### config.mk
export PLATFORM = sky130hd
export DESIGN_NAME = axis_py_lockin_sweep_ctrl
export DESIGN_NICKNAME = d
export VERILOG_FILES = /design/src/rtl/axis_py_lockin_sweep_ctrl.sv
export SDC_FILE = /design/constraint.sdc
export NUM_CORES = 1
export LEC_CHECK = 0
export CAP_MARGIN = 25
export CORE_AREA = 2 2 516 518
export CTS_CLUSTER_DIAMETER = 100
export DETAILED_ROUTE_END_ITERATION = 8
export DIE_AREA = 0 0 518 520
export HOLD_SLACK_MARGIN = 0.05
export PLACE_DENSITY_LB_ADDON = 0.05
export SYNTH_ARGS = -nofsm -noshare
export SYNTH_HDL_FRONTEND = slang
export SYNTH_SLANG_ARGS = --single-unit
### constraint.sdc
create_clock -name a_clk -period 8.5 [get_ports a_clk]
set_input_delay 1.7 -clock a_clk [delete_from_list [all_inputs] [get_ports a_clk]]
set_output_delay 1.7 -clock a_clk [all_outputs]
set_load 0.005 [all_outputs]
### src/rtl/axis_py_lockin_sweep_ctrl.sv
// Frequency-sweep sequencer for the RPSPMC lock-in: programs each point over the config bus,
// waits a settle time in decimation ticks, captures A2/X/Y and emits one AXIS result beat per point.
//
//   state   | meaning
//   IDLE    | waiting for an accepted start
//   LOAD    | one-cycle config write to the lock-in for the current point
//   HOLD    | HOLD_CYCLES wait while the lock-in reinitialises
//   SETTLE  | counting deci_clk rising edges
//   CAPTURE | latch A2/X/Y on the next deci_clk rising edge
//   EMIT    | result beat valid, held until accepted
//   NEXT    | advance to the next point or finish
module axis_py_lockin_sweep_ctrl #(
  parameter int CONFIGURATION_ADDRESS = 1001,
  parameter int LCK_ADDRESS           = 999,
  parameter int AM2_DATA_WIDTH        = 48,
  parameter int LCK_CORRSUM_WIDTH     = 32,
  parameter int HOLD_CYCLES           = 8
) (
  input  logic                                                a_clk,
  input  logic                                                a_rst,
  input  logic [31:0]                                         config_addr,
  input  logic [511:0]                                        config_data,
  output logic [31:0]                                         lck_config_addr,
  output logic [511:0]                                        lck_config_data,
  input  logic                                                deci_clk,
  input  logic [AM2_DATA_WIDTH-1:0]                           S_AXIS_A2_tdata,
  input  logic                                                S_AXIS_A2_tvalid,
  input  logic [LCK_CORRSUM_WIDTH-1:0]                        S_AXIS_X_tdata,
  input  logic                                                S_AXIS_X_tvalid,
  input  logic [LCK_CORRSUM_WIDTH-1:0]                        S_AXIS_Y_tdata,
  input  logic                                                S_AXIS_Y_tvalid,
  output logic [AM2_DATA_WIDTH+2*LCK_CORRSUM_WIDTH+16-1:0]    M_AXIS_RESULT_tdata,
  output logic                                                M_AXIS_RESULT_tvalid,
  input  logic                                                M_AXIS_RESULT_tready,
  output logic                                                busy,
  output logic                                                done
);

  localparam int RES_W = AM2_DATA_WIDTH + 2*LCK_CORRSUM_WIDTH + 16;

  typedef enum logic [2:0] {
    S_IDLE, S_LOAD, S_HOLD, S_SETTLE, S_CAPTURE, S_EMIT, S_NEXT
  } state_t;

  state_t r_state, w_state_next;

  logic [1:0]       r_mode;
  logic [31:0]      r_gain;
  logic [15:0]      r_n2;
  logic [47:0]      r_phase;
  logic [47:0]      r_step;
  logic [15:0]      r_npoints;
  logic [15:0]      r_settle;
  logic [15:0]      r_index;
  logic [15:0]      r_cnt;
  logic             r_deci_q;
  logic             r_done;
  logic [31:0]      r_lck_addr;
  logic [511:0]     r_lck_data;
  logic [RES_W-1:0] r_result;

  logic         w_cfg_hit, w_abort, w_accept, w_edge, w_last;
  logic [1:0]   w_pt_mode;
  logic [31:0]  w_pt_gain;
  logic [15:0]  w_pt_n2;
  logic [47:0]  w_pt_phase;
  logic [511:0] w_lck_word;
  logic         w_unused;

  assign w_cfg_hit = (config_addr == 32'(CONFIGURATION_ADDRESS));
  assign w_abort   = w_cfg_hit & config_data[1];
  assign w_accept  = (r_state == S_IDLE) & w_cfg_hit & config_data[0] & ~config_data[1]
                   & (config_data[207:192] != 16'd0);
  assign w_edge    = deci_clk & ~r_deci_q;
  assign w_last    = (r_index == r_npoints - 16'd1);
  assign w_unused  = ^{config_data[511:224], config_data[191:176], config_data[31:4],
                       S_AXIS_A2_tvalid, S_AXIS_X_tvalid, S_AXIS_Y_tvalid};

  // First point comes straight off the config bus so the write lands one cycle after start.
  always_comb begin
    if (r_state == S_IDLE) begin
      w_pt_mode  = config_data[3:2];
      w_pt_gain  = config_data[63:32];
      w_pt_n2    = config_data[79:64];
      w_pt_phase = config_data[127:80];
    end else begin
      w_pt_mode  = r_mode;
      w_pt_gain  = r_gain;
      w_pt_n2    = r_n2;
      w_pt_phase = r_phase + r_step;
    end
    w_lck_word          = '0;
    w_lck_word[1:0]     = w_pt_mode;
    w_lck_word[63:32]   = w_pt_gain;
    w_lck_word[79:64]   = w_pt_n2;
    w_lck_word[127:80]  = w_pt_phase;
  end

  always_ff @(posedge a_clk) begin
    if (a_rst) r_state <= S_IDLE;
    else       r_state <= w_state_next;
  end

  always_comb begin
    w_state_next = r_state;
    case (r_state)
      S_IDLE:    if (w_accept) w_state_next = S_LOAD;
      S_LOAD:    w_state_next = S_HOLD;
      S_HOLD:    if (r_cnt == 16'd0) w_state_next = (r_settle == 16'd0) ? S_CAPTURE : S_SETTLE;
      S_SETTLE:  if (w_edge && r_cnt == 16'd1) w_state_next = S_CAPTURE;
      S_CAPTURE: if (w_edge) w_state_next = S_EMIT;
      S_EMIT:    if (M_AXIS_RESULT_tready) w_state_next = S_NEXT;
      S_NEXT:    w_state_next = w_last ? S_IDLE : S_LOAD;
      default:   w_state_next = S_IDLE;
    endcase
    if (w_abort) w_state_next = S_IDLE;
  end

  always_ff @(posedge a_clk) begin
    if (a_rst) begin
      r_mode     <= '0;
      r_gain     <= '0;
      r_n2       <= '0;
      r_phase    <= '0;
      r_step     <= '0;
      r_npoints  <= '0;
      r_settle   <= '0;
      r_index    <= '0;
      r_cnt      <= '0;
      r_deci_q   <= 1'b0;
      r_done     <= 1'b0;
      r_lck_addr <= '0;
      r_lck_data <= '0;
      r_result   <= '0;
    end else begin
      r_deci_q <= deci_clk;
      r_done   <= (r_state == S_NEXT) & w_last & ~w_abort;

      if (w_accept) begin
        r_mode    <= config_data[3:2];
        r_gain    <= config_data[63:32];
        r_n2      <= config_data[79:64];
        r_step    <= config_data[175:128];
        r_npoints <= config_data[207:192];
        r_settle  <= config_data[223:208];
        r_index   <= '0;
      end

      if (w_state_next == S_LOAD) begin
        r_lck_addr <= 32'(LCK_ADDRESS);
        r_lck_data <= w_lck_word;
        r_phase    <= w_pt_phase;
      end else begin
        r_lck_addr <= '0;
      end

      if (r_state == S_NEXT && w_state_next == S_LOAD)
        r_index <= r_index + 16'd1;

      // One down-counter serves both the HOLD wait and the settle edge count.
      if (r_state == S_LOAD)
        r_cnt <= 16'(HOLD_CYCLES - 1);
      else if (r_state == S_HOLD)
        r_cnt <= (r_cnt == 16'd0) ? r_settle : r_cnt - 16'd1;
      else if (r_state == S_SETTLE && w_edge)
        r_cnt <= r_cnt - 16'd1;

      if (r_state == S_CAPTURE && w_edge)
        r_result <= {S_AXIS_A2_tdata, S_AXIS_X_tdata, S_AXIS_Y_tdata, r_index};
    end
  end

  always_comb begin
    busy                 = (r_state != S_IDLE);
    M_AXIS_RESULT_tvalid = (r_state == S_EMIT);
    M_AXIS_RESULT_tdata  = r_result;
    lck_config_addr      = r_lck_addr;
    lck_config_data      = r_lck_data;
    done                 = r_done;
  end

endmodule
# Word-level counts from Yosys, hierarchy flattened
# Index checks and enable logic that the tools add are counted.
[op_classes] addsub=4 eq_ne=10 n_mux=20 n_bitwise=11 n_reduce_logical=13
[ops] cell="2-to-1 mux 16 bit" count=6
[ops] cell="adder 48 bit" count=1
[ops] cell="2-to-1 mux 48 bit" count=1
[ops] cell="== test 32 x 10 -> 1 bit, second input constant" count=1
[ops] cell="zero test 16 bit" count=2
[ops] cell="2-to-1 mux 32 bit" count=1
[ops] cell="subtractor 16 x 1 -> 16 bit, second input constant" count=2
[ops] cell="2-to-1 mux 3 bit" count=8
[ops] cell="case mux 3 bit (7 select lines)" count=1
[ops] cell="adder 16 x 1 -> 16 bit, second input constant" count=1
[ops] cell="== test 16 x 1 -> 1 bit, second input constant" count=1
[ops] cell="== test 16 bit" count=1
[ops] cell="nonzero test 16 bit" count=1
[ops] cell="2-to-1 mux 10 bit" count=1
[ops] cell="== test 3 bit, second input constant" count=3
[ops] cell="bitwise AND 1 bit" count=8
[ops] cell="== test 3 x 1 -> 1 bit, second input constant" count=2
[ops] cell="== test 3 x 2 -> 1 bit, second input constant" count=2
[ops] cell="nonzero test 3 bit" count=2
[ops] cell="logical AND 1 bit" count=4
[ops] cell="nonzero test 2 bit" count=2
[ops] cell="zero test 3 bit" count=1
[ops] cell="NOT 1 bit" count=3
[ops] cell="2-to-1 mux 2 bit" count=1
[ops] cell="2 further kinds" count=2
[totals] reg_bits=473 input_bits=663 output_inout_bits=675 wordCells=74

# Longest topological paths before layout
[logic_depth] depth_word=11 mapped_depth=14 ltp_nobuf=13

# Least setup slack after synthesis
# OpenSTA, ideal clock, no wires.
[synth_path] kind="input to register" from="input config_addr[10]" to="register r_phase[46]" setup_time_ns=0.136 arrival_ns=3.552 required_time_ns=8.364 path_slack_ns=4.812 path_stages=10 path_cell_list="or4_1 -> nor4_1 -> nand4_1 -> and4b_1 -> a21o_1 -> buf_4 -> buf_6 -> and3_1 -> a21oi_1 -> o32ai_1"
[synth_via] elab_chain_len=9 word_cells_on_any_way=10 classes_between="2 x eq/ne; 3 x mux; 5 x bitwise"
[synth_rtl] item="from (decl)" line_no="21" source="input logic [31:0] config_addr,"
[synth_rtl] item="== test 32 x 10 -> 1 bit *" line_no="70" source="assign w_cfg_hit = (config_addr == 32'(CONFIGURATION_ADDRESS));"
[synth_rtl] item="bitwise AND 1 bit (3 in a row)" line_no="72" source="assign w_accept = (r_state == S_IDLE) & w_cfg_hit & config_data[0] & ~config_data[1]"
[synth_rtl] item="bitwise AND 1 bit" line_no="73" source="& (config_data[207:192] != 16'd0);"
[synth_rtl] item="2-to-1 mux 3 bit" line_no="107" source="S_IDLE: if (w_accept) w_state_next = S_LOAD;"
[synth_rtl] item="case mux 3 bit (7 select lines)" line_no="106" source="case (r_state)"
[synth_rtl] item="2-to-1 mux 3 bit *" line_no="116" source="if (w_abort) w_state_next = S_IDLE;"
[synth_rtl] item="== test 3 x 1 -> 1 bit *" line_no="149" source="if (w_state_next == S_LOAD) begin"
[synth_rtl] item="to (signal assigned)" line_no="152" source="r_phase <= w_pt_phase;"
[synth_rtl] item="to (decl)" line_no="50" source="logic [47:0] r_phase;"
# Every way passes the cells marked *; elsewhere a longest branch is shown, timed or not.
# A chain may end at the register's enable or synchronous reset.

# Worst setup path in the final report
[layout_path] from="input config_addr[27]" to="register r_step[34]"
[layout_via] elab_chain_len=5
[layout_rtl] item="== test 32 x 10 -> 1 bit" line_no="70"
[layout_rtl] item="bitwise AND 1 bit (3 in a row)" line_no="72"
[layout_rtl] item="bitwise AND 1 bit" line_no="73"
[layout_rtl] item="to (signal assigned)" line_no="143" source="r_step <= config_data[175:128];"
[layout_rtl] item="to (decl)" line_no="51" source="logic [47:0] r_step;"
# Every way passes these cells.

==> summary.txt <==
Outcome
  • Status: complete, no violations

Setup path
  • Reg2reg start: r_npoints[0]$_SDFFE_PP0P_
  • Setup CP Type: input pin to flip-flop
  • Critical Path AT: 5380 ps
  • CP endpoint kind: flip-flop
  • CP required: 9080 ps
  • Worst setup path endpoint: r_step[34]$_SDFFE_PP0P_
  • Worst-path fanout max: 49
  • Worst reg-to-reg setup slack: 3950 ps
  • Reg-to-reg endpoint: r_phase[46]$_SDFFE_PP0N_
  • Reg2reg path depth: 10
  • CP Launch Type: input pin
  • CP Launch Point: config_addr[27]

Floorplan
  • Core box area: 264000 um2
  • Die area: 269000 um2
  • Die width: 518 um
  • Die span in y: 520 um
  • Initial Utilization: 0.0827
  • Row cnt: 189
  • I/O Pins: 1338

Synth
  • Top cells by area, synth: dfxtp_1 (36%), buf_4 (15%), nand2_1 (12%)
  • Syn Std Cell Area: 21800 um2
  • Seq/Total Area, Yosys: 0.361
  • Unique masters post-synth: 70
  • Avg Cell Area, Syn: 7.49 um2
  • Largest area contributor in the netlist: dfxtp_1
  • EDFF count, synth: 0
  • Most frequent cell after synthesis: nand2_1
  • Synth top area share: 0.361
  • Synth Register Bits: 394
  • Ys flop type: dfxtp_1
  • Cell count after synthesis: 2916
  • Async S/R FF share, synth: 0
  • Synth warnings: 0
  • Top cells by count, synth: nand2_1 (715), buf_4 (448), dfxtp_1 (394)

Placement
  • GP Congestion: 0.689
  • Port bufs: 564
  • Placed Instances: 6857
  • Worst slack, placed: 2480 ps
  • DP Wirelength: 96.8 mm

Route
  • Routed len/inst: 18.7 um
  • Final wirelength: 131 mm
  • Drt first-iter violations: 762
  • DRC: 0
  • Initial DRT Pass Iterations: 5
  • DR vias/cell: 2.93
  • Routed Antenna Nets: 0
  • Via count: 20500

Global routing
  • Initial antenna violation count: 49
  • Vias in the first global route: 20700
  • Largest net degree at the start of global routing: 140
  • Global-route wire length before repair: 178 mm
  • Remaining Overflow, GRT: 0
  • All-layer global routing usage: 0.0934

STA
  • Setup TNS: 0 ps
  • Clock skew: 27.4 ps
  • Max transition margin: 0.285
  • Least-Margin Pin Slew: 1070 ps
  • Final Worst Setup Slack: 3710 ps
  • Period utilization: 0.564
  • Hold Vio Cnt, Final: 0
  • Slew Limit Fails: 0
  • RSZ-0062 raised after global routing: no
  • Max Freq: 0.209 GHz
  • Min Tclk post-route: 4790 ps
  • # setup viols final: 0
  • Min Hold Slack: 449 ps

CTS
  • CTS tree: yes
  • Clock slew at reported path FFs: 50 ps
  • TritonCTS Sinks: 394
  • CTS buffer count: 71
  • Worst-Skew Late Latency: 690 ps
  • Root buf cell: clkbuf_16
  • Max clock buf depth: 3
  • Post CTS Setup Buffer Count: 0
  • Cts hold-fix bufs: 0
  • Post-CTS Resized: 0
  • CTS H-tree lvls: 3

Layout
  • Nets: 4112
  • Area delta synth->final: 47.1%
  • Fraction of layout cells with a size suffix above 1: 0.0450
  • Layout Cells excl Fill: 6983

Hold path
  • Min-delay worst type: flip-flop to flip-flop

Power
  • PwrDens: 160 nW/um2
  • Lkg Pwr: 0.0109 uW
  • Power Total: 5130 uW
  • Peak VDD IR: 0.000118 V

Job
  • Max-Cap Viols: 0
## per-stage QoR
stage          cell area (um2)  utilization
2_1_floorplan            23500            -
3_3_place_gp             29800        0.113
3_5_place_dp             29800        0.113
4_1_cts                  32100        0.122
5_1_grt                  32100        0.122
6_report                 32100        0.122
## cell type report
cell class | count | area, um2
clock inverters | 17 | 240
clock buffers | 103 | 2090
inverters | 29 | 110
repair buffers | 590 | 5910
flip-flops and latches | 394 | 7890
well taps | 3533 | 4420
diodes | 6 | 15.0
fillers | 30500 | 232000
multi-input cells | 2311 | 11500
## worst max-delay path: stages
cell	delay, ps
clkdlybuf4s50_1	510
nor4_1	500
nand2_1	250
nor3_1	410
and4_4	440
buf_4	470
buf_4	650
nand2_1	160
a21oi_1	160
## kinds of logic (layout without fill, tap and decap cells)
family                   Yosys count  count (layout)  synth area share
flip-flops                       394             394             0.361
multiplexers                       4               4           0.00189
adder cells (fa/ha/maj)           52              52            0.0301
AND/OR/NAND/NOR                 1111            1111             0.215
other                              1             444          0.000172
buffers and inverters            648             739             0.191
XOR/XNOR                          60              60            0.0241
AO/OA/AOI/OAI                    646             646             0.177
## where the power goes
part	switching, uW	total [uW]	leakage, uW	internal [uW]
sequential	0.114	1850	0.00317	1850
combinational	135	276	0.00659	141
clock	1180	3000	0.00114	1820
total	1320	5130	0.0109	3810
## worst min path at each step
| stage | from | end | slack, ps | cells past startpoint |
|---|---|---|---|---|
| floorplan | r_gain[0]$_SDFFE_PP0P_ | r_gain[0]$_SDFFE_PP0P_ | 430 | 2 |
| global placement | r_gain[28]$_SDFFE_PP0P_ | r_gain[28]$_SDFFE_PP0P_ | 440 | 2 |
| detailed placement | r_gain[31]$_SDFFE_PP0P_ | r_gain[31]$_SDFFE_PP0P_ | 440 | 2 |
| CTS | r_gain[29]$_SDFFE_PP0P_ | r_gain[29]$_SDFFE_PP0P_ | 450 | 2 |
| global route | r_mode[0]$_SDFFE_PP0P_ | r_mode[0]$_SDFFE_PP0P_ | 470 | 2 |
| finish | r_n2[14]$_SDFFE_PP0P_ | r_n2[14]$_SDFFE_PP0P_ | 450 | 2 |
## per-layer routing
layer	track usage	wire length, um	part of all wire
met5	0	347	0.0027
met4	0.0244	3060	0.023
met3	0.0401	11500	0.088
met2	0.147	57700	0.44
met1	0.116	58000	0.44
## state kept, by name (all words and copies together) (netlist names), 32 cells and up
signal / cells
M_AXIS_RESULT_tdata: 128
r_gain: 32
r_phase: 48
lck_config_data: 50
r_step: 48
## layout by cell type (no fill, tap or decap), types with 51 or more instances in the layout
| cell type | synthesis | layout |
|---|---|---|
| a311oi_1 | 59 | 59 |
| conb_1 | 1 | 438 |
| ha_1 | 51 | 51 |
| dfxtp_1 | 394 | 394 |
| a21oi_1 | 366 | 365 |
| clkdlybuf4s50_1 | 0 | 563 |
| clkbuf_16 | 0 | 71 |
| nand2_1 | 715 | 715 |
| o21ai_0 | 74 | 73 |
| nor2_1 | 183 | 183 |
(Power assumes the default switching activity.)
